$ cat config.mk
export PLATFORM = sky130hd
export DESIGN_NAME = nibble_serial_add16
export DESIGN_NICKNAME = d
export VERILOG_FILES = /design/src/rtl/nsa_pkg.sv /design/src/rtl/nibble_add_slice.sv /design/src/rtl/nibble_serial_add16.sv
export SDC_FILE = /design/constraint.sdc
export NUM_CORES = 1
export LEC_CHECK = 0
export CELL_PAD_IN_SITES_DETAIL_PLACEMENT = 1
export CELL_PAD_IN_SITES_GLOBAL_PLACEMENT = 1
export CORE_MARGIN = 2
export CORE_UTILIZATION = 39
export DETAILED_ROUTE_END_ITERATION = 7
export GPL_ROUTABILITY_DRIVEN = 0
export PLACE_DENSITY_LB_ADDON = 0.1
export SLEW_MARGIN = 20
export SYNTH_ARGS = -nofsm -noshare
export SYNTH_HDL_FRONTEND = slang
export SYNTH_SLANG_ARGS = --single-unit
$ cat constraint.sdc
create_clock -name clk -period 10.4 [get_ports clk]
set_clock_uncertainty 0.1 [all_clocks]
set_input_delay 2.08 -clock clk [delete_from_list [all_inputs] [get_ports clk]]
set_output_delay 2.08 -clock clk [all_outputs]
set_load 0.01 [all_outputs]
$ cat src/rtl/nsa_pkg.sv
// Shared types and sizing for the nibble-serial adder: FSM states, slice width
// and the nibble-counter width helper.
package nsa_pkg;

  typedef enum logic [1:0] {IDLE, RUN, DONE} nsa_state_e;

  localparam int SLICE_W     = 4;
  localparam int NSA_WIDTH   = 16;
  localparam int NSA_NIBBLES = NSA_WIDTH / SLICE_W;

  // A single-nibble build still needs a one-bit counter.
  function automatic int cnt_w(input int nibbles);
    return (nibbles > 1) ? $clog2(nibbles) : 1;
  endfunction

  localparam int NSA_CNT_W = cnt_w(NSA_NIBBLES);

endpackage

$ cat src/rtl/nibble_add_slice.sv
// Combinational 4-bit ripple-carry adder built from four full-adder cells.
module nibble_add_slice (
  input  logic [3:0] p,
  input  logic [3:0] q,
  input  logic       ci,
  output logic [3:0] s,
  output logic       co
);

  logic [4:0] c;

  assign c[0] = ci;

  for (genvar i = 0; i < 4; i++) begin : g_fa
    assign s[i]   = p[i] ^ q[i] ^ c[i];
    assign c[i+1] = (p[i] & q[i]) | (c[i] & (p[i] ^ q[i]));
  end

  assign co = c[4];

endmodule

$ cat src/rtl/nibble_serial_add16.sv
// WIDTH-bit add (or subtract, when built with NSA_SUB_EN) done one nibble per
// cycle through a single shared 4-bit slice, LS nibble first.
module nibble_serial_add16
  import nsa_pkg::*;
#(
  parameter int WIDTH = 16
) (
  input  logic             clk,
  input  logic             rst,
  input  logic             in_valid,
  output logic             in_ready,
  input  logic [WIDTH-1:0] a,
  input  logic [WIDTH-1:0] b,
  input  logic             cin,
  input  logic             sub,
  output logic             out_valid,
  input  logic             out_ready,
  output logic [WIDTH-1:0] sum,
  output logic             cout,
  output logic             ovf
);

  localparam int NIBBLES = WIDTH / SLICE_W;
  localparam int CNT_W   = cnt_w(NIBBLES);
  localparam logic [CNT_W-1:0] LAST = CNT_W'(NIBBLES - 1);

  nsa_state_e       state_q, state_d;
  logic [CNT_W-1:0] cnt_q, cnt_d;
  logic [WIDTH-1:0] a_q, a_d, b_q, b_d, sum_q, sum_d;
  logic             carry_q, carry_d, cout_q, cout_d, ovf_q, ovf_d;

  logic [WIDTH-1:0]   b_eff;
  logic               c_eff;
  logic [SLICE_W-1:0] p_nib, q_nib, s_nib;
  logic               s_co;

`ifdef NSA_SUB_EN
  assign b_eff = sub ? ~b : b;
  assign c_eff = sub ? 1'b1 : cin;
`else
  logic unused_sub;
  assign unused_sub = sub;
  assign b_eff      = b;
  assign c_eff      = cin;
`endif

  // Nibble-select mux in front of the one shared slice.
  always_comb begin
    p_nib = '0;
    q_nib = '0;
    for (int k = 0; k < NIBBLES; k++) begin
      if (cnt_q == CNT_W'(k)) begin
        p_nib = a_q[k*SLICE_W +: SLICE_W];
        q_nib = b_q[k*SLICE_W +: SLICE_W];
      end
    end
  end

  nibble_add_slice u_slice (
    .p  (p_nib),
    .q  (q_nib),
    .ci (carry_q),
    .s  (s_nib),
    .co (s_co)
  );

  always_comb begin
    state_d = state_q;
    cnt_d   = cnt_q;
    a_d     = a_q;
    b_d     = b_q;
    carry_d = carry_q;
    sum_d   = sum_q;
    cout_d  = cout_q;
    ovf_d   = ovf_q;
    case (state_q)
      IDLE: begin
        if (in_valid) begin
          a_d     = a;
          b_d     = b_eff;
          carry_d = c_eff;
          cnt_d   = '0;
          state_d = RUN;
        end
      end
      RUN: begin
        for (int k = 0; k < NIBBLES; k++) begin
          if (cnt_q == CNT_W'(k)) sum_d[k*SLICE_W +: SLICE_W] = s_nib;
        end
        carry_d = s_co;
        cnt_d   = cnt_q + 1'b1;
        if (cnt_q == LAST) begin
          cout_d  = s_co;
          // The slice output is the MSB nibble here, so s_nib's top bit is sum[MSB].
          ovf_d   = (a_q[WIDTH-1] == b_q[WIDTH-1]) && (s_nib[SLICE_W-1] != a_q[WIDTH-1]);
          cnt_d   = '0;
          state_d = DONE;
        end
      end
      DONE: begin
        if (out_ready) state_d = IDLE;
      end
      default: state_d = IDLE;
    endcase
  end

  always_ff @(posedge clk) begin
    if (rst) begin
      state_q <= IDLE;
      cnt_q   <= '0;
      a_q     <= '0;
      b_q     <= '0;
      carry_q <= 1'b0;
      sum_q   <= '0;
      cout_q  <= 1'b0;
      ovf_q   <= 1'b0;
    end else begin
      state_q <= state_d;
      cnt_q   <= cnt_d;
      a_q     <= a_d;
      b_q     <= b_d;
      carry_q <= carry_d;
      sum_q   <= sum_d;
      cout_q  <= cout_d;
      ovf_q   <= ovf_d;
    end
  end

  assign in_ready  = (state_q == IDLE) && !rst;
  assign out_valid = (state_q == DONE);
  assign sum       = sum_q;
  assign cout      = cout_q;
  assign ovf       = ovf_q;

endmodule

=== Yosys cells after proc, flatten, opt, wreduce, memory -nomap -nowiden ===
Index checks and enable logic that the tools add are counted.

* Register bits after elaboration: 55
* Bits of input ports: 38
* Logic and storage cells: 72

* Add/sub/neg operators: 1
* Eq/ne operators: 10
* Multiplexer cells: 17
* Bitwise logic cells: 20
* Reductions and logical operators: 13

{| class="wikitable"
|+ Operators by type and width
! cell !! number
|-
| 2-to-1 mux 4 bit || 8
|-
| AND reduction 2 bit || 6
|-
| 2-to-1 mux 2 bit || 5
|-
| AND 1 bit || 8
|-
| bitwise XOR 1 bit || 8
|-
| equality test 2 bit, second input constant || 3
|-
| case mux 2 bit (3 select lines) || 1
|-
| equality test 2 x 1 -> 1 bit, second input constant || 2
|-
| zero test 2 bit || 2
|-
| inequality test 2 bit, second input constant || 2
|-
| bitwise OR 1 bit || 4
|-
| case mux 2 bit (2 select lines) || 1
|-
| AND reduction 3 bit || 1
|-
| adder 2 x 1 -> 2 bit, second input constant || 1
|-
| logical AND 1 bit || 2
|-
| inequality test 2 x 1 -> 1 bit, second input constant || 1
|-
| case mux 1 bit (2 select lines) || 1
|-
| nonzero test 2 bit || 1
|-
| equality test 1 bit || 1
|-
| zero test 1 bit || 1
|-
| 2-to-1 mux 1 bit || 1
|-
| inequality test 1 bit || 1
|}

=== Depth between registers and ports, before layout ===
* Depth in word-level cells: 15
* Depth in mapped cells: 16
* Mapped depth without buffers: 14

=== Modules after synthesis ===
From an unflattened synthesis, not the netlist that was laid out.

* Cells, all modules: 289
* Area total of the unflattened synthesis: 2497.4 µm²

{| class="wikitable"
|+ Modules (own cells, without submodules)
! module !! instances !! cells an instance !! area each (µm²)
|-
| nibble_serial_add16 || 1 || 275 || 2379.8
|-
| nibble_add_slice || 1 || 14 || 117.6
|}

=== Worst setup path after synthesis ===
Ideal clock, no wire load.

* Path kind: in2out
* From: input port rst
* To: output port in_ready
* Arrival time: 2.552 ns
* Data required time: 8.220 ns
* Slack: 5.668 ns
* Stages on the path: 2
* Path buffers: 1
* Cells stage by stage: clkbuf_1 -> nor3_1

* Cells in the longest elaborated chain, start to end: 2

{| class="wikitable"
|+ RTL lines
! item !! line !! text
|-
| start: declaration || nibble_serial_add16.sv:9 || <nowiki>input logic rst,</nowiki>
|-
| zero test 1 bit || nibble_serial_add16.sv:129 || <nowiki>assign in_ready = (state_q == IDLE) && !rst;</nowiki>
|-
| logical AND 1 bit || nibble_serial_add16.sv:129 ||
|-
| end: declaration || nibble_serial_add16.sv:11 || <nowiki>output logic in_ready,</nowiki>
|}

No other way between the ends.

=== Worst setup path after layout ===
Ends and elaborated chain as after synthesis.

==> results_dict.tcl <==
set metrics [dict create \
    synth_area_leader_cell "dfxtp_1" \
    vias 2057 \
    rrSetupSlack_ns 6.36 \
    syn_to_final_growth_pct 23.75 \
    final-setup-viol-count 0 \
    fin_crit_sh_pct 52.18 \
    hp-class "reg2reg" \
    drive_above_1_share_pct 5.199 \
    routed_wl_mm 5.833 \
    max_freq_mhz 184.3 \
    arrival_ns 3.25 \
    critPathSlowestCell "clkdlybuf4s50_1" \
    die_y_um 83.68 \
    io_buffers 56 \
    cp_max_fo 56 \
    clk_latency_ns 0.31 \
    p_sw_mw 0.1136 \
    synth_fp_nets 331 \
    crit-reg2reg-launch "cnt_q[1]" \
    endpoint_kind "output pin" \
    ys_dominant_reg_cell "dfxtp_1" \
    cts-root-buf "clkbuf_8" \
    num_rows 29 \
    crit_path_start_kind "input port" \
    grt_max_degree 57 \
    fp.dieArea_sq_um 7002 \
    reg2regPathDepth 14 \
    seqPwrFrac_pct 54.7 \
    numCtsBuffers 5 \
    p_per_area_nw_per_um2 135.7 \
    crit_required_ns 8.22 \
    cts_tree "done" \
    ys_seq_elements 55 \
    htree_levels 2 \
    ys_async_sr_fraction_pct 0 \
    outcome "finished, final reports clean" \
    numPlacedInstances 396 \
    finalNetCount 372 \
    endpoint "in_ready" \
    drtPass1Iterations 4 \
    hold_viol 0 \
    grt_overflow 0 \
    p_comb_share_pct 16.5 \
    detailed_place.area_sq_um 2977 \
    io_pins 58 \
    synthesis.area_sq_um 2476 \
    drc 0 \
    die_x_um 83.68 \
    clkPwrFrac_pct 28.7 \
    power.share.switching_pct 27.31 \
    reg2reg_to "ovf" \
    grt_first_pass_wirelength_mm 9.756 \
    grt_pass1_vias 2079 \
    post_cts.repair.setup_buffers 0 \
    grtUsageTotal_pct 17.12 \
    max_cap_violations 0 \
    timing.setup.critical_path_class "in2out" \
    syn_inst 285 \
    synth_cell_types 29 \
    dp_hpwl_mm 4.204 \
    yosysTopAreaCellShare_pct 44.47 \
    antenna_found_initial 0 \
    p_int_mw 0.3022 \
    final_cells 404 \
    rsz0062_at_grt "no" \
    diodes 0 \
    cp-startpoint "rst" \
    syn_avg_cell_area_sq_um 8.688 \
    post_cts_resized 0 \
    p_leak_nw 1.106 \
    cp_cell_sequence "buf_2 -> buf_4 -> nor3_1 -> clkdlybuf4s50_1" \
    ys_seq_area_share_pct 44.47 \
    finalSetupTns_ns 0 \
    core_area_sq_um 6241 \
    worst_slew_pin_slew_ns 0.7082 \
    initial_core_util_pct 39.68 \
    cts_sinks 55 \
    drtIter0Drc 83 \
    postRouteAntennaNets 0 \
    wl_per_cell_um 14.44 \
    final_max_slew_viol_count 0 \
    fin_area_sq_um 3064 \
    synth_edf_count 0 \
    irDropWorstVdd_uv 60.97 \
    cts_max_path_buffers 2 \
    ys_top_cells_by_area "dfxtp_1 (44%), nand2_1 (10%), a21oi_1 (7.5%)" \
    postCtsHoldBufs 0 \
    clkTransAtPathRegs_ns 0.10 \
    period_minus_slack_ns 5.426 \
    slew_headroom_pct 52.79 \
    crit_path_max_incr_delay_ns 0.56 \
    yosys_warnings 0 \
    vias_per_cell 5.092 \
]
==> layout make-up <==
cell class,count,area (sq um)
Sequential cell,55,1101
Inverter,13,48.80
Fill cell,741,3177
Clock inverter,3,18.77
Multi-Input combinational cell,193,1152
Clock buffer,5,68.82
Timing Repair Buffer,58,578.1
Tap cell,77,96.34
==> power by group through the flow <==
stage          Clock, mW  Sequential (mW)  Combinational, mW
2_1_floorplan          0            0.231             0.0441
3_3_place_gp           0            0.232             0.0675
3_5_place_dp           0            0.233             0.0696
4_1_cts            0.124            0.228             0.0698
5_1_grt            0.135            0.229             0.0757
6_report           0.120            0.228             0.0686
==> synthesized netlist by cell type (all sizes together) (2+ instances only) <==
library cell	instances
buf	16
ha	4
a22oi	4
a221o	4
a221oi	5
mux2i	11
a21oi	37
a211oi	8
o31ai	4
nor3	2
fa	4
nor2b	6
inv	13
and3b	4
dfxtp	55
a32oi	2
nor2	23
nand2	69
clkbuf	8
==> worst min path at each step <==
stage                       from  endpoint  slack [ns]  cells past startpoint
after CTS                 b_q[5]    b_q[5]        0.36                      2
after global placement    b_q[7]    b_q[7]        0.34                      2
after floorplan           a_q[1]    a_q[1]        0.34                      2
after global routing      a_q[6]    a_q[6]        0.38                      2
final                     a_q[6]    a_q[6]        0.36                      2
after detailed placement  b_q[5]    b_q[5]        0.35                      2
==> flip-flops by register name, indices dropped and copies added, names as in the netlist <==
register	count
a_q	16
b_q	16
sum	16
cnt_q	2
state_q	2
carry_q	1
cout	1
ovf	1
==> metrics by stage <==
step | setup WS, ns | hold WS [ns] | utilization [%] | power, mW
after floorplan | 5.668 | 0.3361 | - | 0.2750
after global placement | 4.965 | 0.3446 | 47.45 | 0.2996
after detailed placement | 4.966 | 0.3503 | 47.69 | 0.3022
after CTS | 4.965 | 0.3648 | 49.10 | 0.4212
after global routing | 4.850 | 0.3802 | 49.10 | 0.4395
final | 4.974 | 0.3641 | 49.10 | 0.4158
==> placed cells by master, fill, tap and decap left out, types with 4 or more instances in the layout <==
cell type        netlist  layout
dfxtp_1               55      55
nand2_1               69      69
o31ai_1                4       4
a211oi_1               6       6
clkdlybuf4s50_1        0      55
nor2_1                22      22
a22oi_1                4       4
ha_1                   4       4
a21oi_1               37      37
fa_1                   4       4
mux2i_1               11      11
and3b_1                4       4
clkbuf_8               0       5
a221oi_1               5       5
inv_1                 13      13
a221o_1                4       4
nor2b_1                6       6
==> worst max-delay path: cells and delay by family <==
family	cells	cell delay, ns
buffers and inverters	3	0.95
AND/OR/NAND/NOR	1	0.20
==> kinds of logic (layout without fill, tap and decap cells) <==
family / Yosys count / after routing / share of synthesized area [%]
simple gates: 108 / 108 / 19.10
compound gates: 66 / 66 / 17.74
flops: 55 / 55 / 44.47
buf+inv: 37 / 79 / 8.995
mux: 11 / 11 / 4.447
fa+ha+maj: 8 / 8 / 5.255
==> layer usage <==
layer | up-vias | wire, um | track usage (%) | part of all wire [%]
met1 | 983 | 2618 | 20.41 | 45
met2 | 39 | 2990 | 32.00 | 51
met5 | - | 0 | 0 | 0
met4 | 0 | 47 | 3.519 | 0.81
li1 | 1030 | - | - | -
met3 | 5 | 175 | 3.066 | 3.0
Note: power is estimated with default switching activity, not from simulation.
==> RTL change 1, RTL diff (same settings) <==
The 3 states of `nsa_state_e` get a one-hot encoding in 3 bits.
--- a/src/rtl/nsa_pkg.sv
+++ b/src/rtl/nsa_pkg.sv
@@ -3,5 +3,5 @@
 package nsa_pkg;
 
-  typedef enum logic [1:0] {IDLE, RUN, DONE} nsa_state_e;
+  typedef enum logic [2:0] {IDLE = 3'b001, RUN = 3'b010, DONE = 3'b100} nsa_state_e;
 
   localparam int SLICE_W     = 4;
Behaviour: no difference found for any inputs over 10 cycles, from zero or initial values and one cycle with rst high; not proved beyond that.
==> RTL change 1 against the unedited design <==
  * Routed wire length grew 6.0%
  * Register-to-register slack gained 260 ps
  * Final area up 3.1%
  * Clock power increased by 4%
  * Total power is 0.66% lower
  * Sequential cell count grew 1
  * Worst setup slack lost 270 ps
  * Synthesized area increased by 3.0%
  * Sequential share of layout area decreased by 0.46 points
  * Highest routed layer unchanged
==> RTL change 1: results (changes against the unedited design) <==
- Worst path slowest cell: buf_2 (was clkdlybuf4s50_1)
- CTS Buffer Depth: 2 (unchanged)
- Unique masters post-synth: 33 (was 29)
- Status: finished clean (unchanged)
- Critical path peak fanout: 57 (was 56)
- Vias: 2177 (was 2057)
- Non-Filler Instances: 426 (was 404)
- Top cells by count, synth: nand2_1 (76), dfxtp_1 (56), a21oi_1 (52) (was nand2_1 (69), dfxtp_1 (55), a21oi_1 (37))
- Slew HR: 0.291 (was 0.528)
- Placed cell count: 418 (was 396)
- CP arrival: 3520 ps (was 3250 ps)
- DP HPWL: 4.35 mm (was 4.20 mm)
- Initial core utilization: 0.402 (was 0.397)
- Mapped Cells: 310 (was 285)
- DP Area: 3070 um^2 (was 2980 um^2)
- Number of nets in the layout: 394 (was 372)
- Largest net degree at the start of global routing: 58 (was 57)
- Aggregate global-route resource usage: 0.180 (was 0.171)
- Fraction of layout cells with a size suffix above 1: 0.0544 (was 0.0520)
- Post-Place Setup Slack: 4700 ps (was 4970 ps)
- Seq/Total Area, Yosys: 0.440 (was 0.445)
- VDD IR max: 0.0569 mV (was 0.0610 mV)
- Largest stage delay, worst path: 770 ps (was 560 ps)
- Iteration-0 DRC Markers: 105 (was 83)
- First-pass GRT wire length: 10.4 mm (was 9.76 mm)
- Overall routed net length: 6.18 mm (was 5.83 mm)
- Worst r2r path cells: 15 (was 14)
- Fill cells: 776 (was 741)
- Mapped Nets: 356 (was 331)
- Vias in the first global route: 2166 (was 2079)
- Area contributors post-synth: dfxtp_1 (44%), nand2_1 (11%), a21oi_1 (10%) (was dfxtp_1 (44%), nand2_1 (10%), a21oi_1 (7.5%))
RTL change 1: cell families (layout without fill, tap and decap cells):
logic type / Yosys count / count (layout) / share of synthesized area
buffers and inverters: 41 / 80 / 0.0780
adders and majority gates: 8 / 8 / 0.0510
AOI/OAI and AO/OA: 83 / 83 / 0.192
muxes: 9 / 9 / 0.0353
and+or+nand+nor: 113 / 113 / 0.204
DFF: 56 / 56 / 0.440
RTL change 1: final timing paths:
path	slack, ps	to	start
max	4700	in_ready	rst
min	360	a_q[8]	a_q[8]
max reg2reg	6620	ovf	cnt_q[0]
min reg2reg	360	a_q[8]	a_q[8]
RTL change 1: worst min-delay path, stage by stage (launching register included):
cell	delay, ps
dfxtp_1	320
nand2_1	50
a21oi_1	50
RTL change 1: cell type report:
cell class / instances / area [um^2] / area share
Timing Repair Buffer: 58 / 571 / 0.181
Tap cell: 77 / 96.3 / 0.0305
Multi-Input combinational cell: 213 / 1230 / 0.389
Clock inverter: 3 / 21.3 / 0.00673
Inverter: 14 / 52.6 / 0.0166
Sequential cell: 56 / 1120 / 0.355
Clock buffer: 5 / 68.8 / 0.0218
RTL change 1: report_power, final:
group          switching, mW  internal [mW]
Combinational         0.0301         0.0279
Clock                 0.0765         0.0481
Sequential           0.00673          0.224
RTL change 1: per-layer routing:
| layer | share of wire | global-route usage |
|---|---|---|
| met3 | 0.033 | 0.0311 |
| met2 | 0.51 | 0.327 |
| met5 | 0 | 0 |
| met1 | 0.44 | 0.223 |
| met4 | 0.0095 | 0.0433 |
==> RTL change 2, RTL diff (config.mk and constraints unchanged) <==
Made on the original files. Add a define of `NSA_SUB_EN`.
--- a/src/rtl/nibble_serial_add16.sv
+++ b/src/rtl/nibble_serial_add16.sv
@@ -1,4 +1,6 @@
 // WIDTH-bit add (or subtract, when built with NSA_SUB_EN) done one nibble per
 // cycle through a single shared 4-bit slice, LS nibble first.
+`define NSA_SUB_EN
+
 module nibble_serial_add16
   import nsa_pkg::*;
Function: changed (Yosys sat finds a counterexample within 4 cycles, from zero or initial values and one cycle with rst high).
==> RTL change 2 against the unedited design <==
  * Final area up 4.8%
  * Worst setup slack worse by 41 ps
  * Via count about the same
  * Total power up 1.9%
  * Routed wire length up 2.5%
  * Final cell count up 0.25%
  * Global-route usage up 0.44 points
  * Sequential share of layout area down 1.7 points
  * Sequential cell count unchanged
  * Die area up 4.5%
  * Synthesized cell count up 0.70%
  * Utilization up 1.2 points
  * Synthesized area up 4.7%
==> RTL change 2: results (changes against the unedited design) <==
- Hold path start: a_q[9] (was a_q[6])
- Hold endpoint: a_q[9] (was a_q[6])
- Reg2Reg Launch Point: cnt_q[1] (unchanged)
- Met1 Usage GRT: 0.241 (was 0.204)
- Wire length on met2: 2.81 mm (was 2.99 mm)
- Hold Slack: 360 ps (was 364 ps)
- Area contributors post-synth: dfxtp_1 (42%), nor2_1 (5.6%), nand2_1 (5.4%) (was dfxtp_1 (44%), nand2_1 (10%), a21oi_1 (7.5%))
- Vias: 2058 (was 2057)
- Async SR Flop Fraction: 0 (unchanged)
- Iteration-0 DRC Markers: 56 (was 83)
- Routed wl met3: 242 um (was 175 um)
- # clk buffers: 6 (was 5)
- First-pass GRT wire length: 10.1 mm (was 9.76 mm)
- Fraction of the cycle the final worst path needs: 0.526 (was 0.522)
- Fraction of area in registers: 0.343 (was 0.359)
- Number of non-clock inverters in the layout: 14 (was 13)
- CTS Buffer Depth: 2 (unchanged)
- GR Layer Usage met2: 0.287 (was 0.320)
- Clk_lat worst skew: approximately 300 ps
- Drt via density: 5.08 (was 5.09)
- Number of nets in the layout: 375 (was 372)
- Reg2Reg Setup Slack: 6250 ps (was 6360 ps)
- Met3 Use GR: 0.0337 (was 0.0307)
- I/O Buffers: 57 (was 56)
- Tightest Pin Transition: 703 ps (was 708 ps)
- Sequential cell count: 55 (unchanged)
- Seq/Total Area, Yosys: 0.425 (was 0.445)
- Unique masters post-synth: 32 (was 29)
- DP HPWL: 4.28 mm (was 4.20 mm)
- Vias in the first global route: 2040 (was 2079)
- Worst path slowest cell: buf_4 (was clkdlybuf4s50_1)
- Fraction of layout cells with a size suffix above 1: 0.0640 (was 0.0520)
- HP Class: reg2reg (unchanged)
- Cell leakage power: 1.13 nW (was 1.11 nW)
- Overall routed net length: 5.98 mm (was 5.83 mm)
- Non-clk buf share: 0.183 (was 0.189)
- Top cells by count, synth: dfxtp_1 (55), nor2_1 (39), nand2_1 (37) (was nand2_1 (69), dfxtp_1 (55), a21oi_1 (37))
- Clock network share of area: 0.0226 (was 0.0286)
- Mapped Nets: 333 (was 331)
- Post-Place Setup Slack: 4920 ps (was 4970 ps)
- CP arrival: 3290 ps (was 3250 ps)
- Largest stage delay, worst path: 520 ps (was 560 ps)
- Worst r2r path cells: 14 (unchanged)
- Area growth, synth to finish: 23.8% (was 23.7%)
- Multi-In Gates: 193 (unchanged)
- Avg Cell Area, Syn: 9.04 um^2 (was 8.69 um^2)
- Top Metal Used: met4 (unchanged)
- VDD IR max: 0.0834 mV (was 0.0610 mV)
- Aggregate global-route resource usage: 0.176 (was 0.171)
- Core area: 6390 um^2 (was 6240 um^2)
- Non-CTS buffers: 60 (was 58)
- DP Area: 3140 um^2 (was 2980 um^2)
- Largest net degree at the start of global routing: 57 (unchanged)
- Fill cells: 750 (was 741)
- Fraction of area in multi-input gates: 0.405 (was 0.376)
- Status: finished clean (unchanged)
- WL met1: 2.88 mm (was 2.62 mm)
[RTL change 2: power by group]
part / internal, mW / total [mW] / switching [mW]
Clock: 0.0451 / 0.107 / 0.0623
Combinational: 0.0422 / 0.0859 / 0.0437
Sequential: 0.223 / 0.230 / 0.00785
Total: 0.310 / 0.424 / 0.114
[RTL change 2: how the worst max path moves through the flow]
stage | start | to | depth (start not counted)
6_report | rst | in_ready | 4
5_1_grt | rst | in_ready | 4
4_1_cts | rst | in_ready | 4
3_5_place_dp | rst | in_ready | 4
3_3_place_gp | rst | in_ready | 4
2_1_floorplan | rst | in_ready | 3
[RTL change 2: cells by family (layout without fill, tap and decap cells)]
| kind of cell | Yosys count | after routing | share of synthesized area |
|---|---|---|---|
| simple gates | 92 | 92 | 0.159 |
| compound gates | 67 | 67 | 0.200 |
| flops | 55 | 55 | 0.425 |
| buf+inv | 39 | 80 | 0.0738 |
| xor+xnor | 16 | 16 | 0.0540 |
| mux | 10 | 10 | 0.0386 |
| fa+ha+maj | 8 | 8 | 0.0502 |
